File: src/rtl/dff_chain_ctrl.sv
// dff_chain_ctrl
//   Parallel-load / serial-shift controller around a WIDTH-bit chain of D
//   flip-flops. A start request in IDLE loads the chain. The chain is then
//   shifted out MSB-first for WIDTH edges while serial_in is shifted in at
//   the LSB. The captured word is presented on dout, with done high for one
//   cycle.
//
//   Optional build macro: DFF_CHAIN_CTRL_PARITY_EN
//     When defined, this adds a registered even-parity output (parity) for the
//     word written to dout. When undefined, the port and its register are absent.
//
//   WIDTH legal range: 2..32.
//
//   Every output is decoded from registered state only. No input reaches an
//   output combinationally.

module dff_chain_ctrl #(
    parameter int WIDTH = 8
) (
    input  logic             clock,
    input  logic             reset,
    input  logic             start,
    input  logic [WIDTH-1:0] load_data,
    input  logic             serial_in,
    output logic             serial_out,
    output logic [WIDTH-1:0] dout,
    output logic             busy,
    output logic             done
`ifdef DFF_CHAIN_CTRL_PARITY_EN
    ,
    output logic             parity
`endif
);

    // Counter just wide enough to count the WIDTH shift edges (0..WIDTH-1).
    localparam int CW = (WIDTH > 1) ? $clog2(WIDTH) : 1;
    localparam logic [CW-1:0] CNT_LAST = CW'(WIDTH - 1);

    typedef enum logic [1:0] {
        S_IDLE  = 2'd0,
        S_SHIFT = 2'd1,
        S_DONE  = 2'd2
    } state_t;

    state_t           r_state;
    state_t           w_state_next;

    logic [WIDTH-1:0] r_chain;
    logic [CW-1:0]    r_cnt;
    logic [WIDTH-1:0] r_dout;

    logic             w_load;       // start accepted in IDLE this edge
    logic             w_shift;      // chain shifts this edge
    logic             w_last;       // final shift edge of the transfer
    logic [WIDTH-1:0] w_shifted;    // chain contents after one shift step
    logic [WIDTH-1:0] w_chain_next; // next value of each flip-flop in the chain

    assign w_load  = (r_state == S_IDLE) && start;
    assign w_shift = (r_state == S_SHIFT);
    assign w_last  = w_shift && (r_cnt == CNT_LAST);

    // Per-bit next-state logic for the flip-flop chain.
    // Bit 0 takes serial_in; every other bit takes its lower neighbour.
    // A load overrides the shift. Outside load and shift, each bit holds.
    genvar gi;
    generate
        for (gi = 0; gi < WIDTH; gi++) begin : g_chain_bit
            if (gi == 0) begin : g_lsb
                assign w_shifted[gi] = serial_in;
            end else begin : g_upper
                assign w_shifted[gi] = r_chain[gi-1];
            end
            assign w_chain_next[gi] = w_load  ? load_data[gi] :
                                      w_shift ? w_shifted[gi] :
                                                r_chain[gi];
        end
    endgenerate

    // State register.
    always_ff @(posedge clock) begin
        if (reset) begin
            r_state <= S_IDLE;
        end else begin
            r_state <= w_state_next;
        end
    end

    // Next-state decode.
    // DONE lasts exactly one cycle. A start seen in SHIFT or DONE is dropped.
    always_comb begin
        w_state_next = r_state;
        case (r_state)
            S_IDLE: begin
                if (start) begin
                    w_state_next = S_SHIFT;
                end
            end
            S_SHIFT: begin
                if (r_cnt == CNT_LAST) begin
                    w_state_next = S_DONE;
                end
            end
            S_DONE: begin
                w_state_next = S_IDLE;
            end
            default: begin
                w_state_next = S_IDLE;
            end
        endcase
    end

    // Output decode.
    // serial_out exposes the chain MSB only while shifting.
    always_comb begin
        serial_out = 1'b0;
        busy       = 1'b0;
        done       = 1'b0;
        case (r_state)
            S_IDLE: begin
                serial_out = 1'b0;
                busy       = 1'b0;
                done       = 1'b0;
            end
            S_SHIFT: begin
                serial_out = r_chain[WIDTH-1];
                busy       = 1'b1;
                done       = 1'b0;
            end
            S_DONE: begin
                serial_out = 1'b0;
                busy       = 1'b1;
                done       = 1'b1;
            end
            default: begin
                serial_out = 1'b0;
                busy       = 1'b0;
                done       = 1'b0;
            end
        endcase
    end

    // Flip-flop chain. It is cleared on reset and otherwise follows the
    // per-bit next-state logic.
    always_ff @(posedge clock) begin
        if (reset) begin
            r_chain <= '0;
        end else begin
            r_chain <= w_chain_next;
        end
    end

    // Shift counter. It is zeroed on load and on the final shift, and
    // advances on every other shift edge.
    always_ff @(posedge clock) begin
        if (reset) begin
            r_cnt <= '0;
        end else if (w_load || w_last) begin
            r_cnt <= '0;
        end else if (w_shift) begin
            r_cnt <= r_cnt + CW'(1);
        end
    end

    // Captured word. It is written only on the final shift edge and
    // otherwise holds, including through the next transfer's shifting.
    always_ff @(posedge clock) begin
        if (reset) begin
            r_dout <= '0;
        end else if (w_last) begin
            r_dout <= w_shifted;
        end
    end

    assign dout = r_dout;

`ifdef DFF_CHAIN_CTRL_PARITY_EN
    logic r_parity;

    // Even parity of the word being written to dout.
    // It is registered on the same edge as dout, so the two stay paired.
    always_ff @(posedge clock) begin
        if (reset) begin
            r_parity <= 1'b0;
        end else if (w_last) begin
            r_parity <= ^w_shifted;
        end
    end

    assign parity = r_parity;
`endif

endmodule

File: config.mk
export PLATFORM = sky130hd
export DESIGN_NAME = dff_chain_ctrl
export DESIGN_NICKNAME = d
export VERILOG_FILES = /design/src/rtl/dff_chain_ctrl.sv
export SDC_FILE = /design/constraint.sdc
export NUM_CORES = 1
export LEC_CHECK = 0
export CAP_MARGIN = 0
export CORE_UTILIZATION = 32
export DETAILED_ROUTE_END_ITERATION = 12
export PLACE_DENSITY = 0.51
export SLEW_MARGIN = 20
export SYNTH_ARGS = -nofsm -noshare
export SYNTH_HDL_FRONTEND = slang
export SYNTH_SLANG_ARGS = --single-unit
File: constraint.sdc
create_clock -name clock -period 1.5 [get_ports clock]
set_input_delay 0.225 -clock clock [delete_from_list [all_inputs] [get_ports clock]]
set_output_delay 0.225 -clock clock [all_outputs]
set_load 0.05 [all_outputs]
==> results.sh <==
export IMPL_status="finished with violations"
export IMPL_violations="DRC"
export IMPL_fin_ws_ps=99.08
export IMPL_synth_edf_count=0
export IMPL_synth_flop_cell="dfxtp_1"
export IMPL_vias_per_cell=4.945
export IMPL_hold_buffers=0
export IMPL_die_w_um=57.51
export IMPL_grtUsageMet3=0.04308
export IMPL_gr_usage_met2=0.2226
export IMPL_synth_cell_types=21
export IMPL_syn_inst=106
export IMPL_required_ps=1270
export IMPL_top_usage_layer="met2"
export IMPL_fp_dieH_um=57.51
export IMPL_min_path_cells=2
export IMPL_clkLatencyLatePin_ps=300
export IMPL_period_share=0.9339
export IMPL_grt_use_total=0.1322
export IMPL_end_kind="output pin"
export IMPL_cts_buffers=3
export IMPL_antenna_left=0
export IMPL_worst_pin_slew_ps=258.8
export IMPL_fill_cells=286
export IMPL_leakage_nw=0.5240
export IMPL_dieArea_um2=3307
export IMPL_rrSetupSlack_ps=130
export IMPL_cp_start_kind="register"
export IMPL_route_detailed_drc=2
export IMPL_final_max_slew_viol_count=0
export IMPL_hp_start="dout[5]$_SDFFE_PP0P_"
export IMPL_dr_first_iter_drc_count=12
export IMPL_cp_arrival_ps=1180
export IMPL_io_pins=23
export IMPL_cp_max_fo=3
export IMPL_clock_path_buffers=2
export IMPL_fp_row_count=19
export IMPL_ir_drop_uv=1268
export IMPL_wl_um=2055
export IMPL_cts_root_buf="clkbuf_4"
export IMPL_synthArstFlopShare=0
export IMPL_layout_min_cycle_time_ps=1401
export IMPL_final_cells=165
export IMPL_final_common_cell="dfxtp_1"
export IMPL_hold_path_class="register to register"
export IMPL_fmax_mhz=713.8
export IMPL_clk_pin_slew_ps=120
export IMPL_start_util=0.3485
export IMPL_syn_to_final_growth_pct=35.53
export IMPL_rsz0062_at_grt="no"
export IMPL_grt_pass1_wl_um=3381
export IMPL_io_buffers=22
export IMPL_num_nets_final=154
export IMPL_postSynthAreaPerCell_um2=9.301
export IMPL_ys_warn_count=0
export IMPL_fin_area_um2=1336
export IMPL_core_um2=2829
export IMPL_num_antenna_cells=0
export IMPL_dr_pass1_iters=7
export IMPL_vias=816
export IMPL_crit_type="register to output pin"
export IMPL_place_worst_setup_slack_ps=68.17
export IMPL_finalSetupViolCount=0
export IMPL_ys_ff_latch=21
export IMPL_powerDensity_nw_per_um2=1443
export IMPL_hold_path_end="dout[5]$_SDFFE_PP0P_"
export IMPL_final_setup_tns_ps=0
export IMPL_use_met1=0.1671
export IMPL_finalHoldViolCount=0
export IMPL_syn_area_um2=985.9
export IMPL_routabilityCongestion=0.6846
export IMPL_p_total_mw=1.929
export IMPL_final_cell_mix="dfxtp_1, buf_4, nand2_1, clkdlybuf4s50_1, a21oi_1"
export IMPL_hpwlAfterDp_um=1499
export IMPL_overflow=0
export IMPL_reg2reg_to="r_chain[0]$_SDFFE_PP0P_"
export IMPL_ff2ff_path_depth=7
export IMPL_post_dp_cell_area_um2=1255
export IMPL_drive_above_1_share=0.2612
export IMPL_r2r_start="r_state[1]$_SDFFE_PP0P_"
export IMPL_place_inst=158
export IMPL_htreeDepth=1
export IMPL_max_cap_violations=0
export IMPL_cts_tree="done"
export IMPL_seq_area_frac_synth=0.4264
export IMPL_avgRoutedWirePerCell_um=12.45
export IMPL_antenna_found_initial=0
export IMPL_skew_ps=2.662
export IMPL_grt_pass1_vias=788
export IMPL_cts_sinks=21
export IMPL_max_slew_margin=0.8270
export IMPL_synth_nets=125
export IMPL_grt_max_degree=15
[synthesized netlist by cell type (3+ instances only)]
cell type,number,area share
ha_1,7,0.089
dfxtp_1,21,0.43
mux2i_1,9,0.091
nor3_1,3,0.015
nand2b_1,4,0.025
inv_1,3,0.011
nand3_1,8,0.041
nand2_1,12,0.046
buf_6,3,0.034
a211oi_1,7,0.053
a21oi_1,10,0.051
nor2_1,8,0.030
[layout make-up]
class | instances | area [um2] | area share
flip-flops and latches | 21 | 425.4 | 0.3184
inverters | 4 | 17.52 | 0.01311
clock inverters | 1 | 5.005 | 0.003745
clock buffers | 3 | 22.52 | 0.01685
multi-input cells | 75 | 536.8 | 0.4017
repair buffers | 30 | 290.3 | 0.2172
well taps | 31 | 38.79 | 0.02903
[layer usage]
metal / vias up / share of wire
li1: 422 / -
met1: 372 / 0.51
met5: - / 0
met2: 20 / 0.44
met3: 2 / 0.043
met4: 0 / 0.0083
[metrics by stage]
stage | utilization | hold WS, ps
2_1_floorplan | - | 373.0
3_3_place_gp | 0.4436 | 445.5
3_5_place_dp | 0.4436 | 450.4
4_1_cts | 0.4679 | 468.0
5_1_grt | 0.4724 | 480.8
6_report | 0.4724 | 463.0
[report_power, final]
| part | internal, mW | switching, mW |
|---|---|---|
| registers | 0.660 | 0.0792 |
| logic | 0.452 | 0.469 |
| clock network | 0.0993 | 0.169 |
[repair_timing]
action / in CTS / in global routing
resized for setup: 7 / 4
pin swaps: 0 / 2
setup endpoints to repair: 2 / 11
buffers inserted: 3 / 1
[critical path, cell delays in order (launching register included)]
cell	delay, ps
dfxtp_4	370
inv_1	130
ha_1	220
buf_12	150
[cell families (layout without fill, tap and decap cells)]
group | after synthesis | count (layout) | synth area share
muxes | 9 | 9 | 0.09137
buffers and inverters | 10 | 38 | 0.06726
AOI/OAI and AO/OA | 21 | 21 | 0.1409
adders and majority gates | 7 | 7 | 0.08883
and+or+nand+nor | 38 | 38 | 0.1853
DFF | 21 | 21 | 0.4264
[worst max path at each step]
stage               cells after the start                     from                       to
finish                                  3  r_state[0]$_SDFFE_PP0P_                     done
global route                            4  r_state[1]$_SDFFE_PP0P_               serial_out
detailed placement                      5  r_state[0]$_SDFFE_PP0P_  r_chain[7]$_SDFFE_PP0P_
floorplan                               5  r_state[1]$_SDFFE_PP0P_               serial_out
global placement                        6  r_state[1]$_SDFFE_PP0P_  r_state[0]$_SDFFE_PP0P_
CTS                                     5  r_state[1]$_SDFFE_PP0P_               serial_out
[flip-flops by register name, summed over array words and instances (netlist names)]
| signal | count |
|---|---|
| dout | 8 |
| r_cnt | 3 |
| r_state | 2 |
| r_chain | 8 |
Power figures use the tool's default switching activity.
==> variant, RTL diff (same settings) <==
Set the parameter `WIDTH` to 16 (it was 8).
--- a/src/rtl/dff_chain_ctrl.sv
+++ b/src/rtl/dff_chain_ctrl.sv
@@ -15,7 +15,7 @@
 //   output combinationally.
 
 module dff_chain_ctrl #(
-    parameter int WIDTH = 8
+    parameter int WIDTH = 16
 ) (
     input  logic             clock,
     input  logic             reset,
Interface: changed (resized dout and load_data); port bits go from 23 to 39. The function was not compared with the original's and may differ.
==> variant against the original RTL <==
Fmax decreased by 3.4%. Sequential cell count increased by 17. Design area increased by 72%. Clock skew increased by 0.0049 ns. Total power increased by 63%. Via count increased by 67%. Synthesized area increased by 69%. Setup slack got worse by 0.049 ns. Routed wire length increased by 83%.
==> variant: results (changes against the original RTL) <==
* Post-synth net total at 205 (+64%)
* CTS H-tree depth at 2 (+1)
* XOR/XNOR share of the synthesized area at 1.573% (+1.6 points)
* R2r setup slk at approximately 0.14 ns
* Status: complete, no violations
* WL final at 3753 µm (+83%)
* Total track usage at 14.95% (+1.7 points)
* Initial drt markers at 43 (+31)
* First-pass GRT wire length at 6161 µm (+82%)
* Sequential fraction of the synthesis area at 45.54% (+2.9 points)
* Synth area leaders: dfxtp_1 (46%), mux2i_1 (11%), a211oi_1 (7.6%)
* Worst-Margin Slew at 0.3243 ns (+0.06545 ns)
* Clk root buf: clkbuf_8
* Post-layout nets at 251 (+63%)
* Share of post-route cells with drive strength above 1 at 25.33% (-0.79 points)
* Skew final at 0.007585 ns (+0.004923 ns)
* Post-synthesis mux area share at 11.39% (+2.2 points)
* Largest net degree at the start of global routing at 34 (+19)
* # fillers at 514 (+80%)
* Total CTS buffers at 5 (+2)
* Compound-Gate Fraction of Synth Area at 14.98% (+0.89 points)
* Max IR drop VDD at 763.4 µV (-40%)
* Adder-cell share of the synthesized area at 4.494% (-4.4 points)
* Cell variety after synth at 23 (+9.5%)
* Non-Filler Instances at 292 (+77%)
* CP arrival at 1.22 ns (+0.04 ns)
* Worst-Skew Late Latency at 0.28 ns (-0.02 ns)
* P_sw at 1.037 mW (+45%)
* Vias per cell at 4.668 (-5.6%)
* Initial DRT Pass Iterations at 4 (-3)
* Post-DP HPWL at 2638 µm (+76%)
* Most frequent cells after synthesis: dfxtp_1 (38), nand2_1 (34), mux2i_1 (19), nor2_1 (19), a211oi_1 (17)
* Syn_area_per_cell at 9.332 µm² (+0.32%)
* PortBufs at 38 (+73%)
* P_leak at 0.8668 nW (+65%)
* FF-to-FF End: r_chain[12]$_SDFFE_PP0P_
* HP Start: dout[3]$_SDFFE_PP0P_
* Vias in the first global route at 1325 (+68%)
variant: cell type report:
type | instances | area share, %
clock buffer | 5 | 3.002
clock inverter | 2 | 0.4367
inverter | 2 | 0.3275
multi-input combinational | 126 | 36.90
sequential | 38 | 33.30
tap | 67 | 3.657
timing repair buffer | 52 | 22.38
variant: worst max-delay path: stages (launching register included):
cell and delay, ns:
dfxtp_2 0.35, inv_2 0.05, buf_4 0.15, ha_4 0.27, buf_12 0.13
variant: kinds of logic after synthesis:
logic type                 after synthesis
AOI/OAI and AO/OA                       34
xor gates and xnor gates                 3
adders and majority gates                6
buffers and inverters                   15
DFF                                     38
muxes                                   19
and+or+nand+nor                         64
variant: how the worst max path moves through the flow:
stage,startpoint,cells past startpoint,end
after floorplan,r_state[1]$_SDFFE_PP0P_,5,serial_out
after global placement,r_state[1]$_SDFFE_PP0P_,7,r_chain[12]$_SDFFE_PP0P_
after detailed placement,r_state[1]$_SDFFE_PP0P_,7,r_chain[15]$_SDFFE_PP0P_
after CTS,r_state[1]$_SDFFE_PP0P_,5,serial_out
after global routing,r_state[1]$_SDFFE_PP0P_,4,busy
final,r_state[1]$_SDFFE_PP0P_,4,busy
variant: power groups by stage:
stage | clock network (mW) | registers, mW | logic (mW)
after detailed placement | 0 | 1.32 | 1.08
after CTS | 0.681 | 1.31 | 1.21
after floorplan | 0 | 1.28 | 0.763
after global placement | 0 | 1.32 | 1.06
after global routing | 0.738 | 1.33 | 1.29
final | 0.652 | 1.31 | 1.19
variant: through the flow:
step                      worst slack [ns]  total power, mW  area [µm²]  util, %  hold WS, ns
after detailed placement           0.06428            2.402        2153    44.13       0.4492
after global routing              0.003234            3.357        2292    46.97       0.4817
after CTS                         0.002917            3.197        2290    46.92       0.4599
after global placement              0.1105            2.377        2153    44.13       0.4466
final                              0.05013            3.150        2292    46.97       0.4577
after floorplan                    0.02072            2.046        1670        -       0.3225
variant: timing repair:
item,in CTS,in global routing
resized for setup,7,0
setup buffers,2,3
endpoints found under the setup margin,2,5
variant: layer usage:
metal / share of wire (%) / track usage [%] / vias to the layer above
met3: 4.6 / 4.201 / 6
met2: 46 / 23.33 / 24
li1: - / - / 701
met1: 48 / 19.70 / 632
met5: 0 / 0 / -
met4: 1.5 / 5.660 / 0
